File: src/rtl/srl_pkg.sv
// Shared definitions for the SRL-based FIFO: depth limit, tap address type
// and the occupancy counter width helper.
package srl_pkg;

    localparam int unsigned SRL_MAX_DEPTH = 128;

    // Wide enough to address any chain up to SRL_MAX_DEPTH entries.
    typedef logic [$clog2(SRL_MAX_DEPTH)-1:0] srl_addr_t;

    // Counter must represent 0..depth inclusive.
    function automatic int unsigned srl_cnt_w(input int unsigned depth);
        return $clog2(depth + 1);
    endfunction

endpackage

File: src/rtl/srl_chain.sv
// Addressable shift-register chain. No reset and no initial value so the
// storage maps onto SRL primitives. Entry 0 is the newest word.
module srl_chain
    import srl_pkg::*;
#(
    parameter int unsigned WIDTH = 8,
    parameter int unsigned DEPTH = 16
) (
    input  logic             clk,
    input  logic             shift_en,
    input  logic [WIDTH-1:0] d,
    input  srl_addr_t        addr,
    output logic [WIDTH-1:0] q
);

    // Entry k occupies bits [k*WIDTH +: WIDTH].
    logic [DEPTH*WIDTH-1:0] sr_q;

    // Shift the whole chain by one entry on each enabled clock.
    always_ff @(posedge clk) begin
        if (shift_en) begin
            sr_q <= {sr_q[(DEPTH-1)*WIDTH-1:0], d};
        end
    end

    // Combinational read tap; out-of-range addresses return zero.
    always_comb begin
        q = '0;
        for (int unsigned k = 0; k < DEPTH; k++) begin
            if (addr == srl_addr_t'(k)) begin
                q = sr_q[k*WIDTH +: WIDTH];
            end
        end
    end

endmodule

File: src/rtl/srl_fifo_ctrl.sv
// Small-footprint first-word-fall-through FIFO. The controller owns the
// occupancy counter, handshakes, flags and sticky overflow bit; storage
// lives in an unreset SRL chain read at tap = level-1.
module srl_fifo_ctrl
    import srl_pkg::*;
#(
    parameter  int unsigned WIDTH = 8,
    parameter  int unsigned DEPTH = 16,
    parameter  int unsigned AFULL = DEPTH - 2,
    localparam int unsigned CNT_W = srl_cnt_w(DEPTH)
) (
    input  logic             clk,
    input  logic             rst_n,
    input  logic             flush,
    input  logic             in_valid,
    output logic             in_ready,
    input  logic [WIDTH-1:0] in_data,
    output logic             out_valid,
    input  logic             out_ready,
    output logic [WIDTH-1:0] out_data,
    output logic [CNT_W-1:0] level,
    output logic             almost_full,
    output logic             overflow_err
);

    if (DEPTH < 2 || DEPTH > SRL_MAX_DEPTH) begin : g_bad_depth
        $error("srl_fifo_ctrl: DEPTH out of range");
    end

    localparam logic [CNT_W-1:0] DEPTH_L = CNT_W'(DEPTH);
    localparam logic [CNT_W-1:0] AFULL_L = CNT_W'(AFULL);

    logic [CNT_W-1:0] level_q, level_d;
    logic             overflow_q, overflow_d;
    logic             push, pop;
    srl_addr_t        tap;

    // Ready depends only on registered level, never on out_ready.
    assign in_ready     = (level_q != DEPTH_L);
    assign out_valid    = (level_q != '0);
    assign push         = in_valid & in_ready;
    assign pop          = out_valid & out_ready;
    assign level        = level_q;
    assign almost_full  = (level_q >= AFULL_L);
    assign overflow_err = overflow_q;

    // Oldest entry sits at level-1; wraps to an unused address when empty.
    assign tap = srl_addr_t'(level_q - CNT_W'(1));

    srl_chain #(
        .WIDTH (WIDTH),
        .DEPTH (DEPTH)
    ) u_chain (
        .clk      (clk),
        .shift_en (push),
        .d        (in_data),
        .addr     (tap),
        .q        (out_data)
    );

    // Next occupancy and sticky overflow; flush wins over both.
    always_comb begin
        level_d    = level_q;
        overflow_d = overflow_q;
        if (flush) begin
            level_d = '0;
        end else if (push && !pop) begin
            level_d = level_q + CNT_W'(1);
        end else if (pop && !push) begin
            level_d = level_q - CNT_W'(1);
        end
        if (in_valid && !in_ready && !flush) begin
            overflow_d = 1'b1;
        end
    end

    // Control state registers with asynchronous clear.
    always_ff @(posedge clk or negedge rst_n) begin
        if (!rst_n) begin
            level_q    <= '0;
            overflow_q <= 1'b0;
        end else begin
            level_q    <= level_d;
            overflow_q <= overflow_d;
        end
    end

endmodule

File: config.mk
export PLATFORM = sky130hd
export DESIGN_NAME = srl_fifo_ctrl
export DESIGN_NICKNAME = d
export VERILOG_FILES = /design/src/rtl/srl_pkg.sv /design/src/rtl/srl_chain.sv /design/src/rtl/srl_fifo_ctrl.sv
export SDC_FILE = /design/constraint.sdc
export NUM_CORES = 1
export LEC_CHECK = 0
export ABC_AREA = 1
export CORE_MARGIN = 2
export CORE_UTILIZATION = 36
export CTS_CLUSTER_SIZE = 8
export DETAILED_ROUTE_END_ITERATION = 6
export PLACE_DENSITY = 0.58
export SLEW_MARGIN = 5
export SYNTH_ARGS = -nofsm -noshare
export SYNTH_HDL_FRONTEND = slang
export SYNTH_SLANG_ARGS = --single-unit
File: constraint.sdc
create_clock -name clk -period 5.22 [get_ports clk]
set_input_delay 0.522 -clock clk [delete_from_list [all_inputs] [get_ports clk]]
set_output_delay 0.522 -clock clk [all_outputs]
set_load 0.005 [all_outputs]
Word level (Yosys, flattened, before mapping)
Index checks and enable logic that the tools add are counted.
W data, S select, Z words.
Word-level totals
  memories kept: 0
  bits in writable memories: 0
  bits in latches: 0
  output and inout bits: 17
  word-level logic and storage cells: 55
  memory bits (read-only): 0
  register bits: 134
Cells by class
  mux-type cells: 19
  div/mod/pow operators: 0
  bitwise logic cells: 2
  multiply operators: 0
  shift operators: 0
  equal/unequal tests: 16
  reductions and logical operators: 11
  add/sub/neg operators: 3
  order comparisons: 1
Operators with widths (count)
  $mux W8: 16
  $eq A7 B4 Y1 const B: 8
  $eq A7 B3 Y1 const B: 4
  $mux W5: 3
  $eq A7 B2 Y1 const B: 2
  $eq A7 B1 Y1 const B: 1
  $logic_not A7 Y1: 1
  $sub A5 B1 Y6 const B: 1
  $add A5 B1 Y5 const B: 1
  $ge A5 B4 Y1 const B: 1
  $ne A5 B5 Y1 const B: 1
  $reduce_bool A5 Y1: 1
  $sub A5 B1 Y5 const B: 1
  $logic_and A1 B1 Y1: 4
  $logic_not A1 Y1: 4
  $reduce_bool A3 Y1: 1
  $and A1 B1 Y1: 2

Depth between registers and ports, before layout
Gate-level depths: netlist of the first run.
  word-level depth: 18
  mapped depth: 17
  depth with buffers taken out: 16

Modules after synthesis
Synthesis of the first run repeated with hierarchy kept, for this count alone.
Unflattened totals
  cells, all modules: 474
  area, all modules: 5706.7 um^2
Modules (own cells, without submodules)
  srl_chain: sequential area each 3843.7 um^2, area an instance 5074.9 um^2, times used 1, cells each 401
  srl_fifo_ctrl: sequential area each 150.1 um^2, area an instance 631.9 um^2, times used 1, cells each 73

Worst setup path after synthesis of the first run
No wires, ideal clock.
  path kind: flip-flop to flip-flop
  start: register level_q[3], in the netlist level[3]
  end: register u_chain.sr_q[0] (enable)
  setup slack: 1.409 ns
  stages on the path, launching flop included: 5
  clock period less this slack: 3.811 ns
  library setup time: 0.481 ns
  arrival: 3.330 ns
  data required time: 4.739 ns
  path buffers: 0
  path through: dfrtp_1 > nor2_2 > nand3_2 > nand2_1 > inv_1
On the way
  word-level cells in the longest chain between the ends: 2
RTL lines
  start, declared: RTL line srl_fifo_ctrl.sv:33  | logic [CNT_W-1:0] level_q, level_d;
  start signal, assigned: RTL line srl_fifo_ctrl.sv:83  | level_q <= level_d;
  $ne A5 B5 Y1: RTL line srl_fifo_ctrl.sv:39  | assign in_ready = (level_q != DEPTH_L);
  via in_ready: RTL line srl_fifo_ctrl.sv:16  | output logic in_ready,
  $and A1 B1 Y1: RTL line srl_fifo_ctrl.sv:41  | assign push = in_valid & in_ready;
  via push: RTL line srl_fifo_ctrl.sv:35  | logic push, pop;
  end signal, assigned: RTL line srl_chain.sv:22  | sr_q <= {sr_q[(DEPTH-1)*WIDTH-1:0], d};
  end, declared: RTL line srl_chain.sv:17  | logic [DEPTH*WIDTH-1:0] sr_q;
The timed path passes the listed nets, and every way through them passes these cells.
A chain may end at the register's enable or synchronous reset.

Final worst setup path of the first run
  start: register level_q[1], in the netlist level[1]
  end: output port out_data[2]
On the way
  word-level cells in the longest chain between the ends: 18
RTL lines
  $sub A5 B1 Y6 *: RTL line srl_fifo_ctrl.sv:48  | assign tap = srl_addr_t'(level_q - CNT_W'(1));
  $logic_not A7 Y1: RTL line srl_chain.sv:30  | if (addr == srl_addr_t'(k)) begin
  $mux W8 (15 in a row): RTL line srl_chain.sv:30
  $mux W8 *: RTL line srl_chain.sv:30
  end, declared: RTL line srl_fifo_ctrl.sv:20  | output logic [WIDTH-1:0] out_data,
Every way passes the cells marked *; elsewhere a longest branch is shown, timed or not.

==> qor.yml, run 1 <==
drc: 0
cp-end-kind: "output pin"
slowest_stage: "nor3_1"
finalCritPeriodShare_pct: 72.3
postCtsHoldBufs: 0
final_cell_mix: "134 x nand2_1, 128 x edfxtp_1, 42 x inv_1"
grt.total_usage_pct: 13.1
status: "complete, no violations"
ys_ff_latch: 134
finalHoldViolCount: 0
dp_slack_ns: 1.91
switching_power_w: 0.00107
clock_power_share_pct: 31.6
syn_to_final_growth_pct: 19.6
p_int_w: 0.00255
die_h_um: 129
htree_levels: 4
die_x_um: 129
peakVddDrop_v: 0.000242
swShare_pct: 29.5
wl_per_cell_um: 13.6
path_class: "flip-flop to output pin"
pwr-share-comb_pct: 24.9
critPathRequiredTime_ns: 4.70
avgSynthCellArea_um2: 12.2
grt_max_degree: 72
antenna_found_initial: 0
fin_ws_ns: 1.45
power.leakage_nw: 2.54
grt_pass1_wl_mm: 16.4
cts_setup_buffers: 0
viasPerCell: 4.59
powerDensity_nw_per_um2: 537
dr.pass1.iters: 6
design.die.area_um2: 16700
layout_commonest_cell: "nand2_1"
maxSlewHeadroom_pct: 17.5
sequentialPowerShare_pct: 43.5
cts_root_buffer: "clkbuf_16"
maxCapViolCount: 0
clkTransAtPathRegs_ns: 0.05
tightest_slew_ns: 1.23
drtIter0Drc: 309
path_cells: "nand3_1 > nor3_1 > a21oi_1 > nand4_1 > nand2_1 > nand2_1 > clkdlybuf4s50_1"
hpwl_mm: 6.75
nets: 526
synthFlopType: "edfxtp_1"
layout_min_cycle_time_ns: 3.77
vias: 3367
synth_nets: 480
antenna_left: 0
initial_core_util_pct: 36.9
seq_area_um2: 3990
clock_skew_ns: 0.00372
overflow: 0
syn_area_um2: 5630
tns_ns: 0
clockBufferDepth: 2
yosysUniqueCellTypes: 32
setup_viol: 0
slew_viol_final: 0
first_global_vias: 3228
reg2regPathDepth: 5
async_flop_share_pct: 4.48
max_freq_mhz: 265
gp_congestion: 0.791
fill_cells: 1380
clock_latency_ns: 0.41
clock_sinks: 134
wl_mm: 9.96
row_count: 45
cts_resized: 0
hold_class: "input pin to async pin"
port_buffers: 29
startpoint_type: "flip-flop"
antenna_cells: 0
ys_warn_count: 0
ioPinCount: 30
cts_tree: "built"
core_area_um2: 15300
crit_arrival_ns: 3.25
yosysSeqAreaShare_pct: 70.9
synth_edf_count: 128
numCtsBuffers: 17
rsz0062_at_grt: "no"
drive_gt1_share_pct: 12.8
crit_path_max_incr_delay_ns: 0.98
worstPathMaxFanout: 12
synth_cells: 463
crit_top_cell: "nand2_1"
holdWs_ns: 0.380
multi_input_area_um2: 1410
-- path summary, 6_finish.rpt --
kind,slack [ns],end,startpoint
worst max-delay path,1.45,out_data[2],level[1]
worst min-delay path,0.38,level[0],rst_n
worst max register to register,2.52,u_chain.sr_q[47],level[1]
worst min register to register,0.44,u_chain.sr_q[90],u_chain.sr_q[82]
max in group asynchronous,4.59,level[3],rst_n
min in group clk,0.44,u_chain.sr_q[90],u_chain.sr_q[82]
-- layer usage --
metal  GRT usage, %  vias up  share of wire, %
met5              0        -                 0
met4           5.18        0               1.4
met3           4.58       14               3.8
met2           19.2       58                46
met1           18.1     1594                49
li1               -     1701                 -
-- registers in the layout, indices dropped and copies added, names as in the netlist --
signal        flops
level             5
overflow_err      1
u_chain.sr_q    128
-- synthesized netlist by cell type (4+ instances only) --
cell / n / area share (%)
nand4_1: 30 / 3.3
dfrtp_1: 6 / 2.7
o22ai_1: 4 / 0.44
inv_1: 43 / 2.9
nand3_2: 4 / 0.71
nor2_1: 24 / 1.6
nand2_1: 134 / 8.9
nor2_2: 5 / 0.56
nand3_1: 22 / 2.0
edfxtp_1: 128 / 68
inv_2: 7 / 0.47
a21oi_1: 10 / 0.89
or2_2: 11 / 1.2
-- logic make-up (layout without fill, tap and decap cells) --
group	count (synthesis)	after routing	synth area share [%]
AO/OA/AOI/OAI	19	19	1.91
adder cells (fa/ha/maj)	4	4	1.02
buffers and inverters	55	114	4.07
flip-flops	134	134	70.9
AND/OR/NAND/NOR	247	247	21.4
XOR/XNOR	4	4	0.622
-- metrics by stage --
stage          total power [W]  instances  util [%]  instance area, um2
2_1_floorplan          0.00214        463         -                5630
3_3_place_gp           0.00247        701      40.4                6160
3_5_place_dp           0.00250        701      40.4                6160
4_1_cts                0.00366        733      44.1                6730
5_1_grt                0.00385        733      44.1                6730
6_report               0.00362        733      44.1                6730
-- final cells by class --
| type | instances | share of cell area (%) |
|---|---|---|
| inverter | 51 | 2.88 |
| tap | 211 | 3.92 |
| multi-input combinational | 274 | 20.9 |
| clock inverter | 13 | 2.04 |
| clock buffer | 19 | 6.43 |
| sequential | 134 | 59.3 |
| timing repair buffer | 31 | 4.53 |
-- power groups by stage --
stage                     logic, W  clock network, W  registers [W]
final                     0.000901           0.00114        0.00157
after global routing       0.00102           0.00123        0.00160
after CTS                 0.000916           0.00117        0.00157
after detailed placement  0.000911                 0        0.00159
after global placement    0.000891                 0        0.00158
after floorplan           0.000595                 0        0.00155
-- worst max-delay path, delay by kind of cell (launching register included) --
kind | cells | cell delay, ns
buffers and inverters | 1 | 0.49
and+or+nand+nor | 5 | 1.47
AOI/OAI and AO/OA | 1 | 0.17
DFF | 1 | 0.71
Note: power is estimated with default switching activity, not from simulation.
==> run 2, diff against run 1 <==
- clock period: 5.22 -> 3.6 ns (I/O delays scaled with it)
==> run 2 against run 1 <==
- setup slack got worse by 1.1 ns
- worst hold slack got worse by 0.18 ns
- non-clock buffer count increased by 1
- critical path depth increased by 8
- via count decreased by 0.74%
- critical endpoint unchanged
==> qor.yml, run 2 (synthesis results as in run 1) <==
grt.total_usage_pct: 13.1  # -0.034 points
cts_tree: "built"
peakVddDrop_v: 0.000359  # +48%
drive_gt1_share_pct: 14.7  # +1.9 points
row_count: 45  # unchanged
grt_max_degree: 129  # +79%
hpwl_mm: 6.51  # -3.5%
core_area_um2: 15300  # unchanged
crit_arrival_ns: 2.91  # -0.34 ns
clock_latency_ns: 0.41  # about the same
finalHoldViolCount: 0  # unchanged
max_freq_mhz: 306
met2_length_mm: 4.84  # +5.5%
antenna_cells: 0  # unchanged
worstPathMaxFanout: 12  # unchanged
maxSlewHeadroom_pct: 50.6  # +33 points
first_global_vias: 3261  # +1.0%
startpoint_type: "flip-flop"
hold_class: "input pin to async pin"
port_buffers: 29  # unchanged
slew_viol_final: 0  # unchanged
m1WireLength_mm: 4.81  # -1.2%
rrSetupSlack_ns: 1.10  # -1.42 ns
wl_per_cell_um: 13.7  # +0.98%
gp_congestion: 0.783  # -1.1%
die_x_um: 129  # unchanged
fin_ws_ns: 0.332  # -1.11 ns
crit_path_max_incr_delay_ns: 0.53  # -0.45 ns
tightest_slew_ns: 0.741  # -0.487 ns
met3_length_um: 322  # -14%
timing.rr.end: "level[4]"
cts_root_buffer: "clkbuf_16"
vias: 3342  # -0.74%
drtIter0Drc: 299  # -3.2%
overflow: 0  # unchanged
antenna_found_initial: 0  # unchanged
layout_min_cycle_time_ns: 3.27
finalCritPeriodShare_pct: 90.8
status: "complete, no violations"
setup_viol: 0  # unchanged
clockBufferDepth: 2  # unchanged
initial_core_util_pct: 36.9  # unchanged
clock_sinks: 134  # unchanged
final_cell_mix: "134 x nand2_1, 128 x edfxtp_1, 42 x inv_1"
path_cells: "nor2_8 > nand2_1 > nand2_1 > nand2_4 > nand2_2 > nor2_1 > nor2_1 > nand4_1 > nor2_1 > nand4_1 > nand2_1 > nand4_1 > nand2_1 > nand2_1 > clkdlybuf4s50_1"
largest_reg_flops: 128  # unchanged
nets: 527  # +0.19%
worstReg2RegStart: "level[1]"
crit_top_cell: "nand2_1"
layout_commonest_cell: "nand2_1"
clock_skew_ns: 0.00725  # +0.00353 ns
antenna_left: 0  # unchanged
ioPinCount: 30  # unchanged
cts_setup_buffers: 0  # unchanged
cp-end-kind: "output pin"
htree_levels: 4  # unchanged
drc: 0  # unchanged
design.die.area_um2: 16700  # unchanged
dr.pass1.iters: 5  # -1
power.leakage_nw: 2.54  # about the same
die_h_um: 129  # unchanged
powerDensity_nw_per_um2: 779  # +45%
critPathRequiredTime_ns: 3.24  # -1.46 ns
slowest_stage: "dfrtp_2"
wl_mm: 10.1  # +1.1%
fill_cells: 1380  # unchanged
total_power_w: 0.00527  # +46%
maxUsedRoutingLayer: "met4"
reg2regPathDepth: 12  # +7
grt_pass1_wl_mm: 16.6  # +0.92%
dp_slack_ns: 0.628  # -1.28 ns
rsz0062_at_grt: "no"
clkTransAtPathRegs_ns: 0.06  # about the same
maxCapViolCount: 0  # unchanged
largest-register: "u_chain.sr_q"
viasPerCell: 4.55  # -0.88%
syn_to_final_growth_pct: 20.2
tns_ns: 0  # unchanged
numCtsBuffers: 17  # unchanged
path_class: "flip-flop to output pin"
[run 2: cell types whose count changed in the layout (fill, tap and decap cells not counted), sizes merged]
cell      before  now
clkbuf        19   17
inv           50   52
clkinvlp       2    5
bufinv         3    2
clkinv         9    7
buf            2    3
[run 2: worst max path at each step]
stage / startpoint / end / slack (ns) / cells past startpoint
3_5_place_dp: level[1] / out_data[1] / 0.63 / 14
4_1_cts: level[1] / out_data[1] / 0.17 / 14
2_1_floorplan: level[2] / u_chain.sr_q[0] / 0.28 / 5
6_report: level[1] / out_data[2] / 0.33 / 15
3_3_place_gp: level[1] / out_data[6] / 0.69 / 14
5_1_grt: level[1] / out_data[0] / 0.01 / 15
[run 2: metal layers]
layer / up-vias / track usage (%)
li1: 1703 / -
met1: 1582 / 17.7
met2: 48 / 19.8
met3: 9 / 4.54
met4: 0 / 4.60
met5: - / 0
[run 2: critical path: cells and delay by family, from the launching register on]
kind                   cells  cell delay [ns]
and+or+nand+nor           14             1.53
DFF                        1             0.53
buffers and inverters      1             0.43
[run 2: area by class of cell]
cell class              count  area, um2  area share (%)
clock inverters            15        154            2.27
inverters                  51        195            2.88
multi-input cells         274       1410            20.8
repair buffers             32        325            4.81
clock buffers              17        425            6.28
well taps                 211        264            3.90
flip-flops and latches    134       4000            59.1
[run 2: stage by stage]
step	utilization, %	cells	area, um2	hold slack [ns]
4_1_cts	44.3	734	6760	0.186
2_1_floorplan	-	463	5630	0.0644
3_5_place_dp	40.5	702	6180	0.429
3_3_place_gp	40.5	702	6180	0.421
5_1_grt	44.4	734	6770	0.197
6_report	44.4	734	6770	0.200
[run 2: what timing repair did]
action,4_1_cts,5_1_grt
gates resized for setup,0,4
endpoints found under the setup margin,0,7
hold buffers,0,0
[run 2: power breakdown]
| group | switching [W] | leakage, nW | internal (W) |
|---|---|---|---|
| clock network | 0.000657 | 0.269 | 0.00102 |
| logic | 0.000767 | 0.954 | 0.000544 |
| registers | 0.000197 | 1.32 | 0.00209 |
